## src/rtl/timer_pkg.sv

```systemverilog
// Shared definitions for the timer family: mode encodings and the prescaler
// width helper used to size the prescaler phase register.
package timer_pkg;

    typedef enum logic {
        TIMER_ONESHOT  = 1'b0,
        TIMER_PERIODIC = 1'b1
    } timer_mode_e;

    // A divide-by-1 prescaler still keeps a 1-bit phase register so the
    // sub-module has a single implementation for every ratio.
    function automatic int prescale_width(input int div);
        return (div <= 2) ? 1 : $clog2(div);
    endfunction

endpackage

```

## src/rtl/timer_prescale.sv

```systemverilog
// Clock prescaler: raises tick on every DIV-th enabled clock.
// With DIV=1 the phase never leaves 0, so tick simply follows en.
module timer_prescale
    import timer_pkg::*;
#(
    parameter int DIV = 1
) (
    input  logic reset,
    input  logic clock,
    input  logic clear,
    input  logic en,
    output logic tick
);

    localparam int            PW   = prescale_width(DIV);
    localparam logic [PW-1:0] LAST = PW'(DIV - 1);

    logic [PW-1:0] phase;

    assign tick = en && (phase == LAST);

    always_ff @(posedge clock) begin
        if (reset || clear) begin
            phase <= '0;
        end else if (en) begin
            phase <= tick ? '0 : phase + PW'(1);
        end
    end

endmodule

```

## src/rtl/timer_core.sv

```systemverilog
// Single-channel timer covering alarm, timeout and periodic pulse use cases,
// with prescaler, hold input and live remaining-tick readback.
module timer_core
    import timer_pkg::*;
#(
    parameter int W   = 8,
    parameter int DIV = 1
) (
    input  logic         clock,
    input  logic         reset,
    input  logic [W-1:0] value,
    input  logic         put,
    input  logic         mode,
    input  logic         hold,
    output logic         bell,
    output logic         full,
    output logic         act,
    output logic [W-1:0] count
);

    logic [W-1:0] period;
    timer_mode_e  run_mode;
    logic         run_en;
    logic         tick;

    assign run_en = act && !hold;

    timer_prescale #(
        .DIV(DIV)
    ) u_prescale (
        .reset(reset),
        .clock(clock),
        .clear(put),
        .en   (run_en),
        .tick (tick)
    );

    // A put always wins over a coincident tick, which is how a load on the
    // expiry edge swallows that bell.
    always_ff @(posedge clock) begin
        if (reset) begin
            bell     <= 1'b0;
            full     <= 1'b0;
            act      <= 1'b0;
            count    <= '0;
            period   <= '0;
            run_mode <= TIMER_ONESHOT;
        end else begin
            bell <= 1'b0;
            if (put) begin
                full <= 1'b0;
                if (value != '0) begin
                    count    <= value;
                    period   <= value;
                    run_mode <= timer_mode_e'(mode);
                    act      <= 1'b1;
                end else begin
                    count <= '0;
                    act   <= 1'b0;
                end
            end else if (tick) begin
                if (count > W'(1)) begin
                    count <= count - W'(1);
                end else begin
                    bell <= 1'b1;
                    full <= 1'b1;
                    if (run_mode == TIMER_PERIODIC) begin
                        count <= period;
                    end else begin
                        count <= '0;
                        act   <= 1'b0;
                    end
                end
            end
        end
    end

endmodule

```

## config.mk

```make
export PLATFORM = sky130hd
export DESIGN_NAME = timer_core
export DESIGN_NICKNAME = d
export VERILOG_FILES = /design/src/rtl/timer_pkg.sv /design/src/rtl/timer_prescale.sv /design/src/rtl/timer_core.sv
export SDC_FILE = /design/constraint.sdc
export NUM_CORES = 1
export LEC_CHECK = 0
export CAP_MARGIN = 20
export CORE_MARGIN = 2
export CORE_UTILIZATION = 30
export CTS_CLUSTER_SIZE = 30
export DETAILED_ROUTE_END_ITERATION = 12
export SETUP_SLACK_MARGIN = 0.2
export SLEW_MARGIN = 20
export SYNTH_ARGS = -nofsm -noshare
export SYNTH_HDL_FRONTEND = slang
export SYNTH_SLANG_ARGS = --single-unit
```

## constraint.sdc

```tcl
create_clock -name clock -period 2.2 [get_ports clock]
set_clock_uncertainty 0.2 [all_clocks]
set_input_delay 0.44 -clock clock [delete_from_list [all_inputs] [get_ports clock]]
set_output_delay 0.44 -clock clock [all_outputs]
set_load 0.02 [all_outputs]
```

==> flow_summary.ini, run 1 <==
[grt]
antenna_violations_before_repair = 0
first_global_vias = 1131
grtUsageTotal_pct = 16.51
global_route_wire_length_before_repair_mm = 5.416
overflow = 0
grt_start_max_net_pins = 20

[yosys]
synth_simple_gate_area_share_pct = 26.07
synth_xor_area_share_pct = 0.7667
number_of_flops_mapped_to_enable_cells_by_yosys = 0
synth-seq-area-share_pct = 36.80
multiplexer_share_of_the_synthesized_area_pct = 0.8762
syn_inst = 138
postSynthRegisterBits = 21
dominant_combinational_cell_family_by_area_after_synthesis = compound AO/OA/AOI/OAI gates
ys_types = 46
synth_compound_gate_area_share_pct = 27.38
postSynth.topFlopCell = sky130_fd_sc_hd__dfxtp_1
synth.avg_cell_area_um2 = 8.278
syn_nets = 153
async_set_reset_flop_share_out_of_synthesis_pct = 0
synth-warning-count = 0
post_synth_fa_ha_maj_area_fraction_pct = 2.191
synthesis.area_mm2 = 0.001142

[critical_path]
longest_individual_stage_delay_on_the_worst_path_ns = 0.56
crit_path_cell_trace = clkdlybuf4s50_1 -> or4_4 -> o21ai_4 -> buf_4 -> nand2_1 -> a21oi_1
crit_path_end_kind = flop
critPathLaunchType = primary input
path_buf_inv = 2
path_class = in -> reg
critical_path.max_fanout = 4
timing.critical_path.slowest_stage_cell = sky130_fd_sc_hd__or4_4
critPathTopFamily = simple AND/OR/NAND/NOR gates
worstPathArrival_ns = 1.97
crit-reg2reg-launch = count[3]
r2r_slack_ns = 0.27
cp_num_cells = 6
critPathRequiredTime_ns = 2.20
worst-r2r-cell-count = 4
r2r_end = count[0]

[placed_design]
count_of_buffers_from_port_buffering = 23
detailedPlacementHpwl_mm = 2.487
place_congestion = 0.8139
placement.cell_area_mm2 = 0.001509
place_ws_ns = -0.1402

[detailed_routing]
drt-initial-drc-count = 37
wl_mm = 3.419
drt_first_pass_iters = 4
vias = 1223
vias_per_cell = 5.509
antenna_left = 0
remaining_drc_errors = 0
routed_wire_length_per_instance_um = 15.40

[clock_tree]
worst_setup_hold_path_clk_slew_ns = 0.08
cts_tree = done
cts.path.max_buffers = 2
cts_inserted_buffers = 3
cts_hold_repair.buffers = 0
tritoncts_num_sinks = 21
clock_latency_on_the_worst_skew_pair_ns = 0.27
cts_max_level = 1
cts_root_buf = sky130_fd_sc_hd__clkbuf_8

[power_and_ir_drop]
power.share.switching_pct = 31.07
switchingPower_mw = 0.2915
seq_power_share_pct = 46.4
power.combinational.fraction_pct = 25.7
power.share.clock_pct = 27.9
power.density_cell_area_mw_per_mm2 = 582.1
leakage_nw = 0.6238
peakVddDrop_mv = 0.2882
power_report.internal_total_mw = 0.6467

[floorplanning]
number_of_core_rows = 22
die-width_um = 65.71
die-height_um = 65.71
initial_utilization_pct = 31.20
pin_count = 24
coreArea_mm2 = 0.003661
floorplan.die_area_mm2 = 0.004317

[min_path]
hold_start = period[5]
hold_class = reg -> reg
min_path_cells = 2
hold_path_end = period[5]

[timing]
final_min_period_over_clock_period_pct = 89.73
setup_repair_after_global_routing_missed_its_margin = yes
timing_worst_slew_pin_value_ns = 0.4330
slew_headroom_pct = 71.09
period_minus_slack_ns = 1.974
final_hold_viol_count = 0
setup_viol_count_final = 0
layout_setup_ws_ns = 0.2259
max_clock_freq_ghz = 0.5066
drv_slew = 0

[finish]
fin_nets = 190
antenna_cells = 0
n_fill_cell = 384
syn_to_final_growth_pct = 41.07
multiInputGateArea_um2 = 703.2
ff_latch_area_um2 = 424.2
layout.cell_area.non_filler_mm2 = 0.001612
final_layout_size_suffix_gt1_share_pct = 24.71

[job]
max_cap_viol_count = 0

[run_status]
status = completed
==> final cells by class <==
cell class | instances | share of cell area (%)
Timing Repair Buffer | 40 | 22.36
Multi-Input combinational cell | 104 | 43.63
Inverter | 5 | 1.165
Clock buffer | 4 | 2.795
Tap cell | 48 | 3.727
Sequential cell | 21 | 26.32
==> worst reg2reg max path: stages (launching register included) <==
cell	delay, ns
sky130_fd_sc_hd__dfxtp_1	0.40
sky130_fd_sc_hd__or4_4	0.59
sky130_fd_sc_hd__nor3_4	0.29
sky130_fd_sc_hd__nand4_1	0.16
sky130_fd_sc_hd__a41oi_2	0.23
==> timing repair <==
action,4_1_cts,5_1_grt
setup buffers,0,1
resized for setup,9,10
setup endpoints to repair,13,12
pin swaps,1,2
==> cell families (layout without fill, tap and decap cells) <==
family / after synthesis / in the layout
simple gates: 56 / 56
fa+ha+maj: 2 / 2
xor+xnor: 1 / 1
buf+inv: 13 / 49
mux: 1 / 1
flops: 21 / 21
compound gates: 44 / 44
==> layer usage <==
metal / vias up / GRT usage [%] / routed length, um
met4: 0 / 5.469 / 43
met1: 593 / 21.68 / 1511
met5: - / 0 / 0
li1: 593 / - / -
met3: 5 / 4.281 / 214
met2: 32 / 26.14 / 1649
==> power by group through the flow <==
| stage | sequential [mW] | clock (mW) | combinational, mW |
|---|---|---|---|
| 2_1_floorplan | 0.443 | 0 | 0.128 |
| 3_3_place_gp | 0.440 | 0 | 0.228 |
| 3_5_place_dp | 0.441 | 0 | 0.231 |
| 4_1_cts | 0.433 | 0.271 | 0.230 |
| 5_1_grt | 0.439 | 0.287 | 0.259 |
| 6_report | 0.436 | 0.262 | 0.241 |
==> flip-flops by register name (all words and copies together), names as in the netlist <==
| register | flops |
|---|---|
| count | 8 |
| period | 8 |
| act | 1 |
| bell | 1 |
| full | 1 |
| run_mode | 1 |
| u_prescale.phase | 1 |
==> layout by cell type, fill, tap and decap left out, types with 4 or more instances in the layout <==
master and instances:
sky130_fd_sc_hd__dlygate4sd2_1 5, sky130_fd_sc_hd__or2_2 4, sky130_fd_sc_hd__dfxtp_1 18, sky130_fd_sc_hd__clkdlybuf4s50_1 16, sky130_fd_sc_hd__nor2_1 12, sky130_fd_sc_hd__a21oi_1 11, sky130_fd_sc_hd__buf_4 16, sky130_fd_sc_hd__nand2_1 18
sky130_fd_sc_hd__o21ai_0 6, sky130_fd_sc_hd__inv_1 5
==> Yosys cell counts (all sizes together) (4+ instances only) <==
master  count  share of area, %
nor2       13               4.3
clkbuf      5               2.0
inv         5               1.6
or2         4               2.2
dfxtp      21                37
nand2      18               5.9
o21ai       7               3.4
a21oi      11               4.8
==> how the worst max path moves through the flow <==
stage	start	to
3_5_place_dp	hold	count[1]
5_1_grt	value[0]	period[7]
3_3_place_gp	hold	count[0]
2_1_floorplan	count[0]	count[0]
6_report	value[0]	period[3]
4_1_cts	value[4]	period[7]
==> per-stage QoR <==
step	std cells	util (%)	total power, mW	hold slack [ns]	setup TNS, ns
after global placement	217	41.22	0.6684	0.2414	-0.8945
after floorplan	138	-	0.5708	0.2322	0
after detailed placement	217	41.22	0.6723	0.2598	-1.045
after CTS	221	42.52	0.9339	0.2709	0
after global routing	222	44.02	0.9850	0.2939	0
final	222	44.02	0.9382	0.2660	0
Note: power is estimated with default switching activity, not from simulation.
==> inputs of run 2 (changes only) <==
--- a/config.mk
+++ b/config.mk
@@ -10,6 +10,7 @@
 export CORE_UTILIZATION = 30
 export CTS_CLUSTER_SIZE = 30
 export DETAILED_ROUTE_END_ITERATION = 12
+export DONT_BUFFER_PORTS = 1
 export SETUP_SLACK_MARGIN = 0.2
 export SLEW_MARGIN = 20
 export SYNTH_ARGS = -nofsm -noshare
==> constraint.sdc (replaced) <==
create_clock -name clock -period 2.1 [get_ports clock]
set_clock_uncertainty 0.2 [all_clocks]
set_input_delay 0.42 -clock clock [delete_from_list [all_inputs] [get_ports clock]]
set_output_delay 0.42 -clock clock [all_outputs]
set_load 0.02 [all_outputs]
==> flow_summary.ini, run 2 (synthesis results as in run 1) <==
[run_status]
status = completed

[job]
max_cap_viol_count = 0

[critical_path]
critical_path.max_fanout = 8
worstPathArrival_ns = 1.84
r2r_end = count[7]
critPathLaunchType = flop
path_buf_inv = 1
path_class = reg -> reg
critPathTopFamily = compound AO/OA/AOI/OAI gates
crit_path_cell_trace = inv_1 -> ha_4 -> or2_2 -> o21ai_1 -> a31oi_1 -> a21oi_1
timing.critical_path.slowest_stage_cell = sky130_fd_sc_hd__dfxtp_4
crit_path_end_kind = flop
r2r_slack_ns = 0.25
crit-reg2reg-launch = count[0]
worst-r2r-cell-count = 6
critPathRequiredTime_ns = 2.09
longest_individual_stage_delay_on_the_worst_path_ns = 0.42

[timing]
drv_slew = 0
slew_headroom_pct = 75.45
hold-worst-slack_ns = 0.02083
final_hold_viol_count = 0
setup_viol_count_final = 0
period_minus_slack_ns = 1.845
timing.setup.tns_ns = 0
setup_repair_after_global_routing_missed_its_margin = yes
final_min_period_over_clock_period_pct = 87.87
max_clock_freq_ghz = 0.5420
timing_worst_slew_pin_value_ns = 0.3678
layout_setup_ws_ns = 0.2548

[clock_tree]
cts_tree = done
cts.path.max_buffers = 2
worst_setup_hold_path_clk_slew_ns = 0.08
cts_max_level = 1
cts_inserted_buffers = 3
clock_latency_on_the_worst_skew_pair_ns = 0.26
cts_root_buf = sky130_fd_sc_hd__clkbuf_8
tritoncts_num_sinks = 21

[grt]
overflow = 0
first_global_vias = 1145
global_route_wire_length_before_repair_mm = 5.464
grt_start_max_net_pins = 21
antenna_violations_before_repair = 0
grtUsageTotal_pct = 16.31

[placed_design]
detailedPlacementHpwl_mm = 2.446
place_congestion = 0.9487
count_of_buffers_from_port_buffering = 0
place_ws_ns = 0.06899
dp_cell_count = 190

[floorplanning]
die-height_um = 65.71
initial_utilization_pct = 31.20
floorplan.die_area_mm2 = 0.004317
pin_count = 24
die-width_um = 65.71
number_of_core_rows = 22
coreArea_mm2 = 0.003661

[power_and_ir_drop]
power_report.internal_total_mw = 0.6417
seq_power_share_pct = 49.0
switchingPower_mw = 0.2783
power.share.clock_pct = 28.9
power.share.switching_pct = 30.25
power.combinational.fraction_pct = 22.0
peakVddDrop_mv = 0.3288
power.density_cell_area_mw_per_mm2 = 685.9
leakage_nw = 0.4696

[finish]
final_layout_size_suffix_gt1_share_pct = 24.66
antenna_cells = 0
syn_to_final_growth_pct = 17.42
core_occupancy_in_the_finished_layout_pct = 36.64
final_cell_mix = sky130_fd_sc_hd__dfxtp_1, sky130_fd_sc_hd__nand2_1, sky130_fd_sc_hd__nor2_1, sky130_fd_sc_hd__buf_4, sky130_fd_sc_hd__a21oi_1
fin_nets = 162
reg_top3 = count (8), period (8)
final_common_cell = sky130_fd_sc_hd__dfxtp_1
fin_cells = 194

[min_path]
min_path_cells = 1
hold_path_end = act
hold_class = in -> reg
hold_start = reset

[detailed_routing]
routed_wire_length_per_instance_um = 16.73
drt-initial-drc-count = 48
wl_mm = 3.245
drt_first_pass_iters = 4
remaining_drc_errors = 0
vias_per_cell = 5.918
vias = 1148
antenna_left = 0
[run 2: worst max-delay path by stage]
stage / to / slack (ns) / cells after the start / from
global placement: count[1] / 0.18 / 6 / count[1]
finish: count[7] / 0.25 / 6 / count[0]
global route: count[2] / 0.18 / 4 / count[3]
CTS: count[1] / 0.20 / 6 / count[0]
floorplan: count[0] / 0.22 / 4 / act
detailed placement: count[7] / 0.07 / 6 / count[1]
[run 2: metal layers]
layer / part of all wire (%) / global-route usage, % / vias to the layer above
met3: 8.0 / 3.082 / 6
li1: - / - / 531
met5: 0 / 0 / -
met1: 44 / 20.82 / 555
met2: 47 / 27.15 / 56
met4: 0.92 / 5.990 / 0
[run 2: what timing repair did]
item                       CTS  global route
hold buffers                 0             0
setup endpoints to repair    4             6
pin swaps                    0             1
buffers inserted             0             0
gates resized for setup      3             7
[run 2: power groups by stage]
stage	Sequential, mW	Combinational (mW)	Clock, mW
final	0.451	0.203	0.266
after global routing	0.456	0.221	0.292
after CTS	0.450	0.189	0.270
after detailed placement	0.459	0.186	0
after global placement	0.458	0.181	0
after floorplan	0.464	0.136	0
[run 2: metrics by stage]
stage | area, um^2 | power (mW)
after floorplan | 1156 | 0.5996
after global placement | 1256 | 0.6395
after detailed placement | 1256 | 0.6456
after CTS | 1306 | 0.9088
after global routing | 1341 | 0.9690
final | 1341 | 0.9200
[run 2: final cells by class]
type                       instances  area (um^2)
multi-input combinational        104        699.4
inverter                           5        18.77
tap                               48        60.06
sequential                        21        427.9
fill                             398         2320
timing repair buffer              12        90.09
clock buffer                       4        45.04
==> inputs of run 3 (changes only) <==
--- a/config.mk
+++ b/config.mk
@@ -5,10 +5,9 @@
 export SDC_FILE = /design/constraint.sdc
 export NUM_CORES = 1
 export LEC_CHECK = 0
-export CAP_MARGIN = 20
 export CORE_MARGIN = 2
 export CORE_UTILIZATION = 30
-export CTS_CLUSTER_SIZE = 30
+export CTS_CLUSTER_SIZE = 14
 export DETAILED_ROUTE_END_ITERATION = 12
 export DONT_BUFFER_PORTS = 1
 export SETUP_SLACK_MARGIN = 0.2
==> results of run 3 <==
Final layout, timing and power as in run 2 (identical DEF).
==> variant 1: new RTL, flow settings as in run 1 <==
Change the parameter `W` from 8 to 10.
--- a/src/rtl/timer_core.sv
+++ b/src/rtl/timer_core.sv
@@ -4,5 +4,5 @@
     import timer_pkg::*;
 #(
-    parameter int W   = 8,
+    parameter int W   = 10,
     parameter int DIV = 1
 ) (
Interface: changed (resized count and value); port bits go from 24 to 28. No check against the original RTL was run, so the function may have changed too.
==> variant 1 against run 1 <==
Cell area is 17% higher; wire length is 11% higher; final cell count is 15% higher; synthesized cell count is 18% higher; non-clock buffer count is 7 higher; sequential cell count is 4 higher; synthesized area is 19% higher; setup slack better by 0.0052 ns; global-route usage is 0.86 points lower; power is 16% higher; die area is 17% higher; maximum frequency is 0.26% higher; count of clock-buffer cells in the layout stayed put; critical endpoint is now run_mode; largest cell class unchanged; largest power group unchanged; highest routed layer unchanged.
==> variant 1: results (changes against run 1) <==
.. list-table::
   :header-rows: 1

   * - Metric
     - Value
   * - Placed cell areas
     - 1792 um2 (was 1509 um2)
   * - Maximum fanout along the worst path
     - 3 (was 4)
   * - Status
     - finished, final reports clean (unchanged)
   * - First-pass GRT wire length
     - 6154 um (was 5416 um)
   * - Total half-perimeter wirelength after legalization and detailed placement
     - 2742 um (was 2487 um)
   * - Most used standard cells in the synthesized netlist
     - sky130_fd_sc_hd__dfxtp_1 (25), sky130_fd_sc_hd__nand2_1 (20), sky130_fd_sc_hd__a21oi_1 (16) (was sky130_fd_sc_hd__dfxtp_1 (21), sky130_fd_sc_hd__nand2_1 (18), sky130_fd_sc_hd__nor2_1 (13))
   * - Lkg Pwr
     - 0.7453 nW (was 0.6238 nW)
   * - Start point of the worst min-delay path
     - full (was period[5])
   * - Post-layout net count
     - 221 (was 190)
   * - Input/output buffers
     - 27 (was 23)
   * - Worst slew pin tran
     - 0.4385 ns (was 0.4330 ns)
   * - Reg-to-reg slack, setup
     - 0.25 ns (was 0.27 ns)
   * - Number of cell instances on the worst register-to-register path
     - 7 (was 4)
   * - Start point of the critical path
     - value[7] (was value[0])
   * - Critical R2R Capture
     - count[4] (was count[0])
   * - Placer's final routability congestion estimate
     - 0.8318 (was 0.8139)
   * - Cells taking the most area after synthesis
     - sky130_fd_sc_hd__dfxtp_1 (37%), sky130_fd_sc_hd__a21oi_1 (5.9%), sky130_fd_sc_hd__nand2_1 (5.5%) (was sky130_fd_sc_hd__dfxtp_1 (37%), sky130_fd_sc_hd__nand2_1 (5.9%), sky130_fd_sc_hd__a21oi_1 (4.8%))
   * - Via count of the first global-routing pass
     - 1,259 (was 1,131)
   * - Registers with the most flip-flops
     - count x10, period x10 (was count x8, period x8)
   * - Critical path arrival
     - 1.93 ns (was 1.97 ns)
   * - WL/cell
     - 14.87 um (was 15.40 um)
   * - Maximum number of pins on one net before global-route repair
     - 27 (was 20)
   * - Reg2Reg Launch Point
     - count[0] (was count[3])
   * - Via-per-instance ratio
     - 5.255 (was 5.509)
   * - Share of final-layout standard cells stronger than drive strength 1
     - 0.2562 (was 0.2471)
   * - Post-Syn Nets
     - 180 (was 153)
   * - Worst IR drop on VDD
     - 0.2153 mV (was 0.2882 mV)
   * - Power density over cell area
     - 580.4 nW/um2 (was 582.1 nW/um2)
   * - Number of DRC markers after the initial detailed-route iteration
     - 103 (was 37)
   * - Overall track demand over capacity in global routing
     - 0.1565 (was 0.1651)
   * - Register area share after synthesis
     - 0.3693 (was 0.3680)
[variant 1: changes by cell type in the layout (fill, tap and decap cells not counted), moves of 4 or more]
cell	run 1	this run
sky130_fd_sc_hd__nor3_1	2	6
sky130_fd_sc_hd__dlygate4sd2_1	5	10
sky130_fd_sc_hd__buf_4	16	20
sky130_fd_sc_hd__a21oi_1	11	15
[variant 1: repair_timing]
item | 4_1_cts | 5_1_grt
setup endpoints to repair | 17 | 17
cloned | 0 | 0
buffers inserted | 0 | 3
pin swaps | 3 | 7
resized for setup | 14 | 11
[variant 1: how the worst min path moves through the flow]
stage               slack (ns)  cells after the start   endpoint
global placement          0.23                      2       full
floorplan                 0.23                      2  period[7]
CTS                       0.26                      2       full
global route              0.27                      2       full
detailed placement        0.24                      2       full
finish                    0.25                      2       full
[variant 1: per-stage QoR]
step	instances	total power, mW	setup TNS (ns)	hold slack, ns	setup slack, ns
6_report	255	1.090	0	0.2495	0.2311
5_1_grt	255	1.155	0	0.2726	0.1773
4_1_cts	252	1.089	0	0.2561	0.2052
3_5_place_dp	248	0.8132	-3.483	0.2432	-0.3128
3_3_place_gp	248	0.8112	-2.824	0.2345	-0.2437
2_1_floorplan	163	0.6977	0	0.2320	0.2116
[variant 1: cells by family (layout without fill, tap and decap cells)]
kind of cell,count (synthesis),in the layout,share of synthesized area
simple gates,67,67,0.2641
buf+inv,18,58,0.06648
fa+ha+maj,2,2,0.01846
compound gates,47,47,0.2549
xor+xnor,3,3,0.01939
mux,1,1,0.007387
flops,25,25,0.3693
[variant 1: routing by layer]
| metal | global-route usage | part of all wire |
|---|---|---|
| met1 | 0.2142 | 0.45 |
| met2 | 0.2438 | 0.46 |
| met3 | 0.02279 | 0.064 |
| met4 | 0.06918 | 0.021 |
| met5 | 0 | 0 |
[variant 1: power by group]
part | switching, mW | internal [mW]
clock | 0.154 | 0.130
combinational | 0.152 | 0.145
sequential | 0.0305 | 0.478
total | 0.336 | 0.754
[variant 1: final cells by class]
cell class	instances	area (um2)
inverters	7	26.28
clock buffers	4	45.04
well taps	52	65.06
multi-input cells	120	815.8
fillers	459	2476
flip-flops and latches	25	513.0
repair buffers	47	412.9
[variant 1: critical path: stages]
cell and delay [ns]:
sky130_fd_sc_hd__dlygate4sd2_1 0.26, sky130_fd_sc_hd__or4_4 0.49, sky130_fd_sc_hd__o41ai_4 0.35, sky130_fd_sc_hd__buf_4 0.17, sky130_fd_sc_hd__mux2i_1 0.16, sky130_fd_sc_hd__nor2_1 0.05
==> variant 2: new RTL, config.mk and constraints of run 1 <==
Made on the original files. Reset style: asynchronous (`reset`), changed in one clocked block.
--- a/src/rtl/timer_core.sv
+++ b/src/rtl/timer_core.sv
@@ -38,5 +38,5 @@
     // A put always wins over a coincident tick, which is how a load on the
     // expiry edge swallows that bell.
-    always_ff @(posedge clock) begin
+    always_ff @(posedge clock or posedge reset) begin
         if (reset) begin
             bell     <= 1'b0;
Behaviour: differs if reset is asserted again (counterexample within 4 cycles, from zero or initial values and one cycle with reset high); with reset held inactive, the same outputs for 10 cycles.
==> variant 2 against run 1 <==
Cell area is 1.6% lower; synthesized area is 0.11% lower; sequential cell count stayed put; setup slack better by 0.011 ns; critical path type unchanged; critical endpoint is now run_mode; sequential share of layout area is 6.7 points higher; power is 6.4% higher; worst hold slack better by 0.021 ns; register-to-register slack better by 0.02 ns; critical path depth is 2 lower; wire length is 12% lower; via count is 14% lower; sequential power is 8.3% higher; count of clock-buffer cells in the layout is 1 lower.
==> variant 2: results (changes against run 1) <==
.. list-table::
   :header-rows: 1

   * - Metric
     - Value
   * - Share of final-layout standard cells stronger than drive strength 1
     - 0.2200 (was 0.2471)
   * - Via-per-instance ratio
     - 5.288 (was 5.509)
   * - Number of unique standard cell types used by synthesis
     - 39 (was 46)
   * - Clock distribution area overhead in the final layout
     - 0.02918 (was 0.02795)
   * - Cells taking the most area after synthesis
     - sky130_fd_sc_hd__dfrtp_1 (44%), sky130_fd_sc_hd__nand2_1 (4.9%), sky130_fd_sc_hd__a31oi_1 (3.8%) (was sky130_fd_sc_hd__dfxtp_1 (37%), sky130_fd_sc_hd__nand2_1 (5.9%), sky130_fd_sc_hd__a21oi_1 (4.8%))
   * - Lkg Pwr
     - 0.7221 nW (was 0.6238 nW)
   * - Placer's final routability congestion estimate
     - 0.7940 (was 0.8139)
   * - Worst IR drop on VDD
     - 0.3018 mV (was 0.2882 mV)
   * - Met1 Resource Use GR
     - 0.2009 (was 0.2168)
   * - GR Util met2
     - 0.2538 (was 0.2614)
   * - Logic power comb
     - 0.273 mW (was 0.241 mW)
   * - Psw
     - 0.3168 mW (was 0.2915 mW)
   * - Wire length on met2
     - 1456 um (was 1649 um)
   * - Worst-case setup slack after placement
     - -0.06489 ns (was -0.1402 ns)
   * - Maximum number of pins on one net before global-route repair
     - 21 (was 20)
   * - Seq. pwr
     - 0.472 mW (was 0.436 mW)
   * - Worst slew pin tran
     - 0.3525 ns (was 0.4330 ns)
   * - Fraction of met3 tracks used by global routing
     - 0.03082 (was 0.04281)
   * - Detailed route wirelength on metal3
     - 144 um (was 214 um)
   * - Routed metal-1 wire length
     - 1342 um (was 1511 um)
   * - Number of DRC markers after the initial detailed-route iteration
     - 32 (was 37)
   * - Multi-In Gates
     - 83 (was 104)
   * - Inverters
     - 6 (was 5)
   * - Buffer share of cell area
     - 0.2161 (was 0.2236)
   * - Status
     - finished, final reports clean (unchanged)
   * - Clock tree buffer count of the final layout
     - 3 (was 4)
   * - Via count of the first global-routing pass
     - 1,079 (was 1,131)
   * - Critical path arrival
     - 1.91 ns (was 1.97 ns)
   * - Final wirelength
     - 2999 um (was 3419 um)
   * - Post-Syn Nets
     - 129 (was 153)
variant 2: cells by family after synthesis:
kind of cell | synth area share
mux | 0.04496
simple gates | 0.1941
buf+inv | 0.03838
flops | 0.4561
xor+xnor | 0.007677
fa+ha+maj | 0.02193
compound gates | 0.2368
variant 2: per-stage QoR:
step	std cells	hold slack (ns)	area, um2	power, mW
floorplan	114	0.2122	1144	0.6208
global placement	194	0.2605	1523	0.7491
detailed placement	194	0.2653	1523	0.7567
CTS	198	0.2854	1567	1.002
global route	198	0.3172	1587	1.058
finish	198	0.2868	1587	0.9979
variant 2: worst paths after layout:
check                      startpoint   endpoint  slack (ns)
setup / recovery             value[0]   run_mode        0.24
hold / removal              period[3]  period[3]        0.29
setup reg to reg             count[2]   count[7]        0.29
hold reg to reg             period[3]  period[3]        0.29
max in group asynchronous       reset   count[5]        1.20
min in group asynchronous       reset   run_mode        0.37
variant 2: timing repair:
action / CTS / global route
pin swaps: 0 / 2
setup endpoints to repair: 6 / 8
cloned: 0 / 0
gates resized for setup: 6 / 6
